--- config.mk ---
export PLATFORM = sky130hd
export DESIGN_NAME = lfsr_period_monitor
export DESIGN_NICKNAME = d
export VERILOG_FILES = /design/src/rtl/lfsr_period_monitor.sv
export SDC_FILE = /design/constraint.sdc
export NUM_CORES = 1
export LEC_CHECK = 0
export ABC_AREA = 1
export CAP_MARGIN = 20
export CORE_ASPECT_RATIO = 1.1
export CORE_MARGIN = 10
export CORE_UTILIZATION = 40
export DETAILED_ROUTE_END_ITERATION = 8
export MAX_ROUTING_LAYER = met4
export PLACE_DENSITY = 0.69
export SYNTH_ARGS = -nofsm -noshare
export SYNTH_HDL_FRONTEND = slang
export SYNTH_SLANG_ARGS = --single-unit
--- constraint.sdc ---
create_clock -name clk -period 1.7 [get_ports clk]
set_input_delay 0.17 -clock clk [delete_from_list [all_inputs] [get_ports clk]]
set_output_delay 0.17 -clock clk [all_outputs]
set_load 0.005 [all_outputs]
--- src/rtl/lfsr_period_monitor.sv ---
// Measures the repeat period of an LFSR sample stream: captures the first
// nonzero sample as seed and counts accepted samples until it recurs.
module lfsr_period_monitor #(
  parameter int W  = 9,
  parameter int CW = 10
) (
  input  logic          clk,
  input  logic          rst_b,
  input  logic          start,
  input  logic          in_valid,
  input  logic [W-1:0]  in_data,
  output logic          busy,
  output logic          done,
  output logic [CW-1:0] period,
  output logic          lockup,
  output logic          max_len,
  output logic          timeout,
  output logic [1:0]    state_dbg
);

  // Handshake: a sample is consumed on every rising edge where in_valid is
  // high; there is no backpressure, so busy is status only, not a ready.

  localparam logic [1:0] S_IDLE    = 2'd0;
  localparam logic [1:0] S_CAPTURE = 2'd1;
  localparam logic [1:0] S_COUNT   = 2'd2;
  localparam logic [1:0] S_DONE    = 2'd3;

  localparam logic [CW-1:0] LIM        = {CW{1'b1}};
  localparam logic [CW-1:0] MAX_PERIOD = CW'((2 ** W) - 1);

  logic [1:0]    state;
  logic [W-1:0]  seed;
  logic [CW-1:0] cnt;
  logic [CW-1:0] cnt_next;

  // cnt stays below LIM in COUNT, so this sum never wraps.
  assign cnt_next  = cnt + 1'b1;
  assign state_dbg = state;

  always_ff @(posedge clk or negedge rst_b) begin
    if (!rst_b) begin
      state   <= S_IDLE;
      seed    <= '0;
      cnt     <= '0;
      busy    <= 1'b0;
      done    <= 1'b0;
      period  <= '0;
      lockup  <= 1'b0;
      max_len <= 1'b0;
      timeout <= 1'b0;
    end else begin
      case (state)
        S_IDLE: begin
          if (start) begin
            state <= S_CAPTURE;
            busy  <= 1'b1;
          end
        end

        S_CAPTURE: begin
          if (in_valid) begin
            if (in_data != '0) begin
              seed  <= in_data;
              cnt   <= '0;
              state <= S_COUNT;
            end else begin
              lockup <= 1'b1;
              period <= '0;
              done   <= 1'b1;
              busy   <= 1'b0;
              state  <= S_DONE;
            end
          end
        end

        S_COUNT: begin
          if (in_valid) begin
            // Seed match outranks lockup, which outranks timeout.
            if (in_data == seed) begin
              period  <= cnt_next;
              max_len <= (cnt_next == MAX_PERIOD);
              done    <= 1'b1;
              busy    <= 1'b0;
              state   <= S_DONE;
            end else if (in_data == '0) begin
              lockup <= 1'b1;
              period <= '0;
              done   <= 1'b1;
              busy   <= 1'b0;
              state  <= S_DONE;
            end else if (cnt_next == LIM) begin
              timeout <= 1'b1;
              period  <= '0;
              done    <= 1'b1;
              busy    <= 1'b0;
              state   <= S_DONE;
            end else begin
              cnt <= cnt_next;
            end
          end
        end

        S_DONE: begin
          if (start) begin
            period  <= '0;
            lockup  <= 1'b0;
            max_len <= 1'b0;
            timeout <= 1'b0;
            done    <= 1'b0;
            busy    <= 1'b1;
            state   <= S_CAPTURE;
          end
        end

        default: begin
          state <= S_IDLE;
          busy  <= 1'b0;
          done  <= 1'b0;
        end
      endcase
    end
  end

endmodule

## Yosys cells after proc, flatten, opt, wreduce, memory -nomap -nowiden

Cells that the tools add are included.

- Add/sub/neg operators: 1
- Eq/ne operators: 19
- Multiplexer cells: 50
- Reduce and logical (&&, ||, !) cells: 15

Operator list:

| kind | count |
|---|---|
| $mux W10 | 13 |
| $pmux W10 S3 | 1 |
| $mux W1 | 23 |
| $ne A2 B2 Y1 const B | 11 |
| $pmux W10 S2 | 1 |
| $reduce_and A7 Y1 | 2 |
| $mux W2 | 6 |
| $reduce_and A6 Y1 | 2 |
| $add A10 B1 Y10 const B | 1 |
| $eq A10 B10 Y1 const B | 1 |
| $eq A10 B9 Y1 const B | 1 |
| $eq A9 B9 Y1 | 1 |
| $logic_not A9 Y1 | 1 |
| $pmux W1 S3 | 3 |
| $reduce_bool A9 Y1 | 1 |
| $reduce_and A4 Y1 | 2 |
| $pmux W2 S3 | 1 |
| $reduce_and A5 Y1 | 1 |
| $eq A2 B2 Y1 const B | 2 |
| $ne A4 B4 Y1 const B | 1 |
| $pmux W1 S2 | 2 |
| $reduce_bool A2 Y1 | 2 |
| $reduce_and A3 Y1 | 1 |
| $reduce_bool A3 Y1 | 1 |
| other kinds (4) | 4 |

- Bits in registers: 36
- Input port bits: 13
- Output and inout port bits: 17
- Logic and storage cells: 94

## Longest topological paths before layout

- Word-level depth: 7
- Gate-level depth with buffers: 13
- Depth with buffers taken out: 12

## Least setup slack after synthesis

OpenSTA, ideal clock, no wires.

- Kind: register to register
- Start point: register state[0], in the netlist state_dbg[0]
- End point: register done
- Setup time: 0.122 ns
- Arrival time: 1.610 ns
- Data required time: 1.578 ns
- Slack: -0.032 ns
- Stages on the path, launching flop included: 12
- Path buffers: 1
- Period minus slack after synthesis: 1.732 ns
- Path through: dfrtp_1 > inv_1 > ha_1 > nand2_1 > o21ai_0 > inv_1 > nand2_1 > nor2_1 > nand2_4 > buf_6 > nand2_2 > o21ai_2

- Word-level cells in the longest chain between the ends: 3
- Elaborated cells between the ends (all ways): 11
- Those cells by class: 8 x eq/ne; 1 x mux; 2 x reduce/logical

RTL lines:

| element | line | text |
|---|---|---|
| start: declaration | 32 | `logic [1:0] state;` |
| start signal: assignment | 43 | `state <= S_IDLE;` |
| start signal: assignment | 56 | `state <= S_CAPTURE;` |
| start signal: assignment | 66 | `state <= S_COUNT;` |
| $eq A2 B2 Y1 / $eq A2 B1 Y1 (equally long branches) | 53 | `case (state)` |
| $ne A4 B4 Y1 (no line) (tied with other cells) | n/a |  |
| $reduce_and A6 Y1 (no line) | n/a |  |
| end signal: assignment | 47 | `done <= 1'b0;` |
| end signal: assignment | 70 | `done <= 1'b1;` |
| end signal: assignment | 83 | `done <= 1'b1;` |
| end: declaration | 13 | `output logic done,` |

Several ways; a longest one is shown, not always the timed one.
A chain may end at the register's enable or synchronous reset.

## Worst setup path in the final report

- Start point: register cnt[0]
- End point: register cnt[2]

- Word-level cells in the longest chain between the ends: 6
- Elaborated cells between the ends (all ways): 9
- Those cells by class: 1 x add/sub; 2 x eq/ne; 5 x mux; 1 x reduce/logical

RTL lines:

| element | line | text |
|---|---|---|
| start: declaration | 34 | `logic [CW-1:0] cnt;` |
| start signal: assignment | 99 | `cnt <= cnt_next;` |
| $add A10 B1 Y10 (*) | 38 | `assign cnt_next = cnt + 1'b1;` |
| $mux W10 | 92 | `end else if (cnt_next == LIM) begin` |
| $mux W10 | 86 | `end else if (in_data == '0) begin` |
| $mux W10 | 80 | `if (in_data == seed) begin` |
| $mux W10 | 78 | `if (in_valid) begin` |
| $pmux W10 S2 | 53 |  |

Mark *: on every way between the ends. The rest lies on a longest branch, timed or not. The select of a mux whose other input is x is not followed.

==> metrics.yaml <==
fillerInstances: 472
syn-cell-area_um2: 2210
fin_crit_sh_pct: 105.8
grt_pass1_vias: 1979
p_sw_share_pct: 40.68
synthDistinctLibCells: 23
mostFrequentLayoutCells: "nand2_1 (95), inv_1 (41), dfrtp_1 (36), clkdlybuf4s50_1 (29)"
syn_avg_cell_area_um2: 7.365
fin_tns_setup_ns: -1.693
antenna_cells: 0
ctsLongestPathBuffers: 2
status: "complete, but fails checks"
htree_num_levels: 2
reg2reg_slack_ns: -0.1
tritoncts: "yes"
start_util_pct: 41.22
cp_max_fo: 5
leakagePower_nw: 1.560
hold_buffers: 0
dp_hpwl_um: 3708
overflow: 0
ys_seq_elements: 36
p_int_mw: 2.500
dr_total_vias: 2063
hold_path_class: "in -> async"
worstSetupStartpointType: "flop"
nets: 391
slew_headroom_pct: 68.59
fp.dieW_um: 90.87
drive_gt1_share_pct: 30.91
critical_path.endpoint: "cnt[2]"
synth-warning-count: 0
design.portCount: 30
worst_pin_slew_ns: 0.4712
failed_checks: "setup timing"
r2r_cells: 13
r2r-start: "cnt[0]"
r2r_end: "cnt[2]"
syn_inst: 300
cp.arrival_ns: 1.99
required_ns: 1.89
cts-root-buf: "clkbuf_8"
grt_max_degree: 37
p_switching_mw: 1.714
grt_pass1_wl_um: 8742
cts_made_buffers: 5
vias_per_cell: 4.615
powerDensity_nw_per_um2: 1325
seqPwrFrac_pct: 29.2
fin_ws_ns: -0.09919
synth_nets: 320
die_h_um: 97.95
routabilityCongestion: 0.8636
drt_pass1_iterations: 4
drc: 0
final_common_cell: "nand2_1"
wl_per_cell_um: 11.85
clock_power_share_pct: 18.2
antenna_found_initial: 0
cp-end-kind: "flop"
rows: 28
ant_nets: 0
syn_to_final_growth_pct: 43.94
routed_wl_um: 5296
hold_ws_ns: 0.3027
port_buffers: 29
fp.coreArea_um2: 5360
setup_viol: 24
finClkSkew_ns: 0.004676
drv_cap: 0
path_class: "reg -> reg"
cts.reportedPaths.clkPinSlew_ns: 0.08
startpoint: "cnt[0]"
vdd.ir_drop.worst_uv: 996.6
comb_power_share_pct: 52.6
clock_latency_ns: 0.29
max_freq_mhz: 555.8
maxSlewViolCount: 0
cts_sinks: 36
rsz0062_at_grt: "yes"
hold_viol_final: 0
power.total_mw: 4.214
post-route-min-period_ns: 1.799
die_area_um2: 8900
first_iter_violations: 108
ys_seq_area_share_pct: 40.77
grt_usage_pct: 12.00
[per-layer routing]
metal	GRT usage (%)	part of all wire, %	vias up
li1	-	-	1060
met1	12.78	42	961
met2	20.66	52	33
met3	3.522	4.0	9
met4	4.463	1.8	0
met5	-	0	-
[how the worst min path moves through the flow]
stage                     slack, ns   endpoint
final                          0.30  period[1]
after global routing           0.34  period[1]
after CTS                      0.32  period[1]
after detailed placement       0.46       busy
after global placement         0.47  period[2]
after floorplan               -0.13       busy
[power by group through the flow]
stage | clock network, mW | logic (mW) | registers [mW]
after floorplan | 0 | 1.22 | 1.24
after global placement | 0 | 1.83 | 1.24
after detailed placement | 0 | 1.87 | 1.24
after CTS | 0.786 | 2.12 | 1.23
after global routing | 0.819 | 2.49 | 1.26
final | 0.767 | 2.22 | 1.23
[synthesized netlist by cell type, drive strengths merged]
master | n | area (um^2)
ha | 7 | 87.58
nand3 | 17 | 90.09
buf | 2 | 22.52
xor2 | 1 | 8.760
nor2 | 27 | 141.4
xnor2 | 4 | 35.03
a21oi | 1 | 5.000
nand3b | 1 | 7.510
o22ai | 1 | 6.260
clkinv | 1 | 3.750
o21ai | 25 | 166.4
inv | 42 | 157.7
nand2 | 129 | 541.8
clkbuf | 1 | 3.750
dfrtp | 36 | 900.9
nand4 | 5 | 31.28
[critical path, stage by stage, from the launching register on]
cell     delay [ns]
dfrtp_1        0.43
ha_4           0.18
nand2_4        0.06
nor2_4         0.13
buf_6          0.12
nand3_4        0.06
nand2_4        0.09
nor2_4         0.05
buf_6          0.11
nand4_1        0.09
nand3_2        0.09
buf_6          0.15
nand2_1        0.06
nand2_1        0.06
[sequential cells by signal, indices dropped and copies added, names as in the netlist]
name and cells:
period 10, seed 9, cnt 10, max_len 1, done 1, state_dbg 2, lockup 1, busy 1
timeout 1
[cell families after synthesis]
logic type      count (synthesis)  share of synthesized area, %
flops                          36                         40.77
simple gates                  179                         36.75
fa+ha+maj                       7                         3.964
compound gates                 27                         8.041
buf+inv                        46                         8.493
xor+xnor                        5                         1.982
[cell type report]
type | count | area [um^2] | area share (%)
repair buffers | 66 | 601.8 | 18.92
well taps | 75 | 93.84 | 2.950
inverters | 43 | 161.4 | 5.075
multi-input cells | 219 | 1311 | 41.23
flip-flops and latches | 36 | 900.9 | 28.32
clock buffers | 5 | 68.82 | 2.164
clock inverters | 3 | 42.54 | 1.338
[timing repair]
action | in CTS | in global routing
gates cloned | 1 | 0
pin swaps | 17 | 13
buffers inserted | 7 | 1
endpoints found under the setup margin | 25 | 27
gates resized for setup | 29 | 21
[metrics by stage]
step                      instance area [um^2]  std cells  setup slack [ns]  utilization (%)
after floorplan                           2215        300           0.01078                -
after global placement                    2790        430           -0.1790            52.05
after detailed placement                  2790        430           -0.2011            52.05
after CTS                                 3090        446          -0.08830            57.66
after global routing                      3181        447           -0.2181            59.34
final                                     3181        447          -0.09919            59.34
No activity file was read; power rests on OpenSTA's default activity.
==> edit 1: new RTL, same flow settings <==
Set the parameter `W` to 7 (it was 9).
--- a/src/rtl/lfsr_period_monitor.sv
+++ b/src/rtl/lfsr_period_monitor.sv
@@ -1,7 +1,7 @@
 // Measures the repeat period of an LFSR sample stream: captures the first
 // nonzero sample as seed and counts accepted samples until it recurs.
 module lfsr_period_monitor #(
-  parameter int W  = 9,
+  parameter int W  = 7,
   parameter int CW = 10
 ) (
   input  logic          clk,
Ports: changed (resized in_data); port bits go from 30 to 28. No check against the original RTL was run, so the function may have changed too.
==> edit 1 against the unedited design <==
  * The flow still finishes with violations (negative setup slack)
  * Maximum frequency down 0.54%
  * First-iteration DRC count is 20% lower
  * Worst setup slack worse by 0.0098 ns
  * Power up 3.0%
  * Sequential cell count decreased by 2
  * Area after synthesis fell by 10%
  * Synthesized cell count decreased by 14%
  * Design area down 4.8%
  * Wire length rose by 0.62%
  * Critical path type unchanged
  * Largest power group unchanged
==> edit 1: results (changes against the unedited design) <==
Layout Nets 355 (-9.2%); largest net degree at the start of global routing 35 (-5.4%); Non-clk bufs 71 (+7.6%); GR Util met2 22.0% (+1.3 points); drt pass-1 iters 5 (+1); Met3 Wirelength 238 um (+13%); Comb pwr share 56.3% (+3.7 points); vias per cell 4.84 (+4.8%); clk tree area frac 3.76% (+0.26 points); post-synthesis adder-cell area fraction 4.42% (+0.45 points); met1 Use GR 15.5% (+2.7 points); M3 GR Usage 3.21% (-0.31 points); Final WS setup -0.109 ns (-0.00976 ns); Slew @ Worst Pin 0.447 ns (-0.0239 ns); top flop regs cnt: 10 flops, period: 10 flops, seed: 7 flops; FF+latch count 34 (-5.6%); Pleak 1.47 nW (-5.9%); first-pass GRT wire length 8.85 mm (+1.2%); top post-synthesis cells by area dfrtp_1, nand2_1, inv_1, o21ai_2, ha_1; status finished with violations; WL met1 2.28 mm (+2.2%); pre-CTS setup slack -0.188 ns (+0.0130 ns); total global-route track usage 13.5% (+1.5 points); failing checks negative setup slack; #MultiIn Comb 192 (-12%); skew final 0.0101 ns (+0.00543 ns); crit path to state_dbg[1]$_DFFE_PN0P_; endpoints failing setup 25 (+4.2%); Synth Area in XOR/XNOR 3.53% (+1.6 points); Setup TNS Final -1.65 ns (+0.0455 ns)
-- edit 1: changes by cell type after synthesis, moves of 3 or more --
cell	change
a21oi_1	+3
nand2_2	-14
inv_1	-8
nand2_1	-12
nor2_1	-7
-- edit 1: logic make-up after synthesis --
logic type                 count (synthesis)
xor gates and xnor gates                   8
AOI/OAI and AO/OA                         28
adders and majority gates                  7
DFF                                       34
buffers and inverters                     37
and+or+nand+nor                          145
-- edit 1: per-stage QoR --
| stage | hold slack (ns) | instances | cell area [um2] | power (W) |
|---|---|---|---|---|
| after CTS | 0.297 | 390 | 2930 | 0.00414 |
| after global placement | 0.456 | 371 | 2550 | 0.00274 |
| after floorplan | -0.126 | 259 | 1990 | 0.00218 |
| after global routing | 0.330 | 394 | 3030 | 0.00467 |
| after detailed placement | 0.469 | 371 | 2550 | 0.00278 |
| final | 0.281 | 394 | 3030 | 0.00434 |
-- edit 1: what timing repair did --
action,CTS,global route
pin swaps,15,15
setup buffers,8,3
endpoints found under the setup margin,25,33
cloned,3,1
gates resized for setup,34,20
==> edit 2: new RTL, same flow settings <==
Made on the original files. Add an input register stage for `start`, `in_valid` and `in_data`, without a reset; this delays them by one clock.
--- a/src/rtl/lfsr_period_monitor.sv
+++ b/src/rtl/lfsr_period_monitor.sv
@@ -29,6 +29,16 @@
   localparam logic [CW-1:0] LIM        = {CW{1'b1}};
   localparam logic [CW-1:0] MAX_PERIOD = CW'((2 ** W) - 1);
 
+  logic start_q;
+  logic in_valid_q;
+  logic [W-1:0] in_data_q;
+
+  always_ff @(posedge clk) begin
+    start_q    <= start;
+    in_valid_q <= in_valid;
+    in_data_q  <= in_data;
+  end
+
   logic [1:0]    state;
   logic [W-1:0]  seed;
   logic [CW-1:0] cnt;
@@ -52,16 +62,16 @@
     end else begin
       case (state)
         S_IDLE: begin
-          if (start) begin
+          if (start_q) begin
             state <= S_CAPTURE;
             busy  <= 1'b1;
           end
         end
 
         S_CAPTURE: begin
-          if (in_valid) begin
-            if (in_data != '0) begin
-              seed  <= in_data;
+          if (in_valid_q) begin
+            if (in_data_q != '0) begin
+              seed  <= in_data_q;
               cnt   <= '0;
               state <= S_COUNT;
             end else begin
@@ -75,15 +85,15 @@
         end
 
         S_COUNT: begin
-          if (in_valid) begin
+          if (in_valid_q) begin
             // Seed match outranks lockup, which outranks timeout.
-            if (in_data == seed) begin
+            if (in_data_q == seed) begin
               period  <= cnt_next;
               max_len <= (cnt_next == MAX_PERIOD);
               done    <= 1'b1;
               busy    <= 1'b0;
               state   <= S_DONE;
-            end else if (in_data == '0) begin
+            end else if (in_data_q == '0) begin
               lockup <= 1'b1;
               period <= '0;
               done   <= 1'b1;
@@ -102,7 +112,7 @@
         end
 
         S_DONE: begin
-          if (start) begin
+          if (start_q) begin
             period  <= '0;
             lockup  <= 1'b0;
             max_len <= 1'b0;
Formal check against the unedited RTL: not equivalent (a bounded check fails within 4 cycles, from zero or initial values and one cycle with rst_b low).
==> edit 2 against the unedited design <==
  * The run still ends with negative setup slack left
  * Power up 11%
  * Worst setup slack better by 0.014 ns
  * Sequential power up 24%
  * Sequential cell count up 11
  * Die area up 8.0%
  * Area after synthesis up 10%
  * Non-clock buffer count down 4
  * Cell count up 2.5%
  * Wire length up 3.1%
  * Combinational power up 9.9%
  * Utilization down 2.2 points
  * Design area up 4.9%
  * Critical endpoint is now period[2]$_DFFE_PN0P_
  * Highest routed layer unchanged
==> edit 2: results (changes against the unedited design) <==
Met3 Wirelength 263 um (+25%); Yosys cell types 25 (+8.7%); initial drt markers 74 (-31%); Final WS setup -0.0853 ns (+0.0139 ns); synth warn 0 (unchanged); filler instances 510 (+8.1%); failing checks negative setup slack; Largest delay share family, worst path simple AND/OR/NAND/NOR gates; GPL Wtd Cong 0.846 (-2.0%); fin util 57.1% (-2.2 points); endpoints failing setup 25 (+4.2%); syn nets 331 (+3.4%); top post-synthesis cells by area dfrtp_1, nand2_1, dfxtp_1, inv_1, nand2_2; Syn Area/Cell 7.83 um2 (+6.3%); total global-route track usage 12.3% (+0.25 points); cts repair resizes 8 (-72%); Synth Area in XOR/XNOR 1.80% (-0.18 points); area post-placement 0.00300 mm2 (+7.4%); drt wl/cell 11.9 um (+0.58%); placed insts 439 (+2.1%); I/O Buffers 29 (unchanged); Layout Nets 400 (+2.3%); routed wire length 5.46 mm (+3.1%); post-synthesis adder-cell area fraction 3.60% (-0.37 points); Clock transition at path regs 0.10 ns (+0.02 ns); first-pass GRT wire length 9.28 mm (+6.2%); crit path max fanout 6 (+1); routed via count 2091 (+1.4%); top flop regs cnt: 10 flops, period: 10 flops; WL met1 2.46 mm (+10%); Setup TNS Final -1.44 ns (+0.250 ns); sequential area share after synthesis 46.0% (+5.3 points); Pleak 1.64 nW (+5.1%); Worst IR Drop VDD 991 uV (-0.57%); share of layout cells above drive strength 1 27.8% (-3.1 points); status finished with violations; Post-CTS Setup Bufs 5 (-2); DP Wirelength 3.82 mm (+3.0%); skew final 0.00562 ns (+0.000944 ns); Slew @ Worst Pin 0.476 ns (+0.00517 ns); Post-synth top cells nand2_1, inv_1, dfrtp_1, nor2_1, nand2_2
==> edit 2: cell types whose count changed after synthesis, sizes merged <==
cell,delta
dfxtp,+11
nor3,+1
o21ai,-2
nand3,-1
nor2,+1
inv,+1
==> edit 2: layout make-up <==
class	instances	area (um2)	share of cell area, %
clock buffer	5	68.8	2.06
inverter	44	165	4.95
multi-input combinational	220	1290	38.8
tap	77	96.3	2.89
timing repair buffer	62	567	17.0
sequential	47	1120	33.6
clock inverter	3	25.0	0.750
==> edit 2: layer usage <==
metal  global-route usage [%]  vias up
li1                         -     1090
met1                     14.3      950
met2                     20.1       47
met3                     3.08        4
met4                     3.98        0
met5                        -        -
==> edit 2: kinds of logic (layout without fill, tap and decap cells) <==
| family | count (synthesis) | after routing |
|---|---|---|
| AND/OR/NAND/NOR | 180 | 183 |
| flip-flops | 47 | 47 |
| adder cells (fa/ha/maj) | 7 | 7 |
| XOR/XNOR | 5 | 5 |
| AO/OA/AOI/OAI | 25 | 25 |
| buffers and inverters | 47 | 114 |
==> edit 2: path summary, 6_finish.rpt <==
path	depth (start not counted)	from	slack, ns	to
worst max-delay path	12	cnt[1]$_DFFE_PN0P_	-0.09	period[2]$_DFFE_PN0P_
worst min-delay path	2	rst_b	0.29	period[5]$_DFFE_PN0P_
worst max register to register	12	cnt[1]$_DFFE_PN0P_	-0.09	period[2]$_DFFE_PN0P_
worst min register to register	2	busy$_DFFE_PN0P_	0.48	busy$_DFFE_PN0P_
max in group asynchronous	2	rst_b	1.08	cnt[9]$_DFFE_PN0P_
min in group clk	1	in_data[6]	0.29	in_data_q[6]$_DFF_P_
==> edit 2: power breakdown <==
group	leakage [nW]	internal [W]	total [W]	switching, W
clock	0.0452	0.000300	0.000715	0.000414
combinational	1.03	0.00112	0.00244	0.00133
sequential	0.567	0.00134	0.00152	0.000180
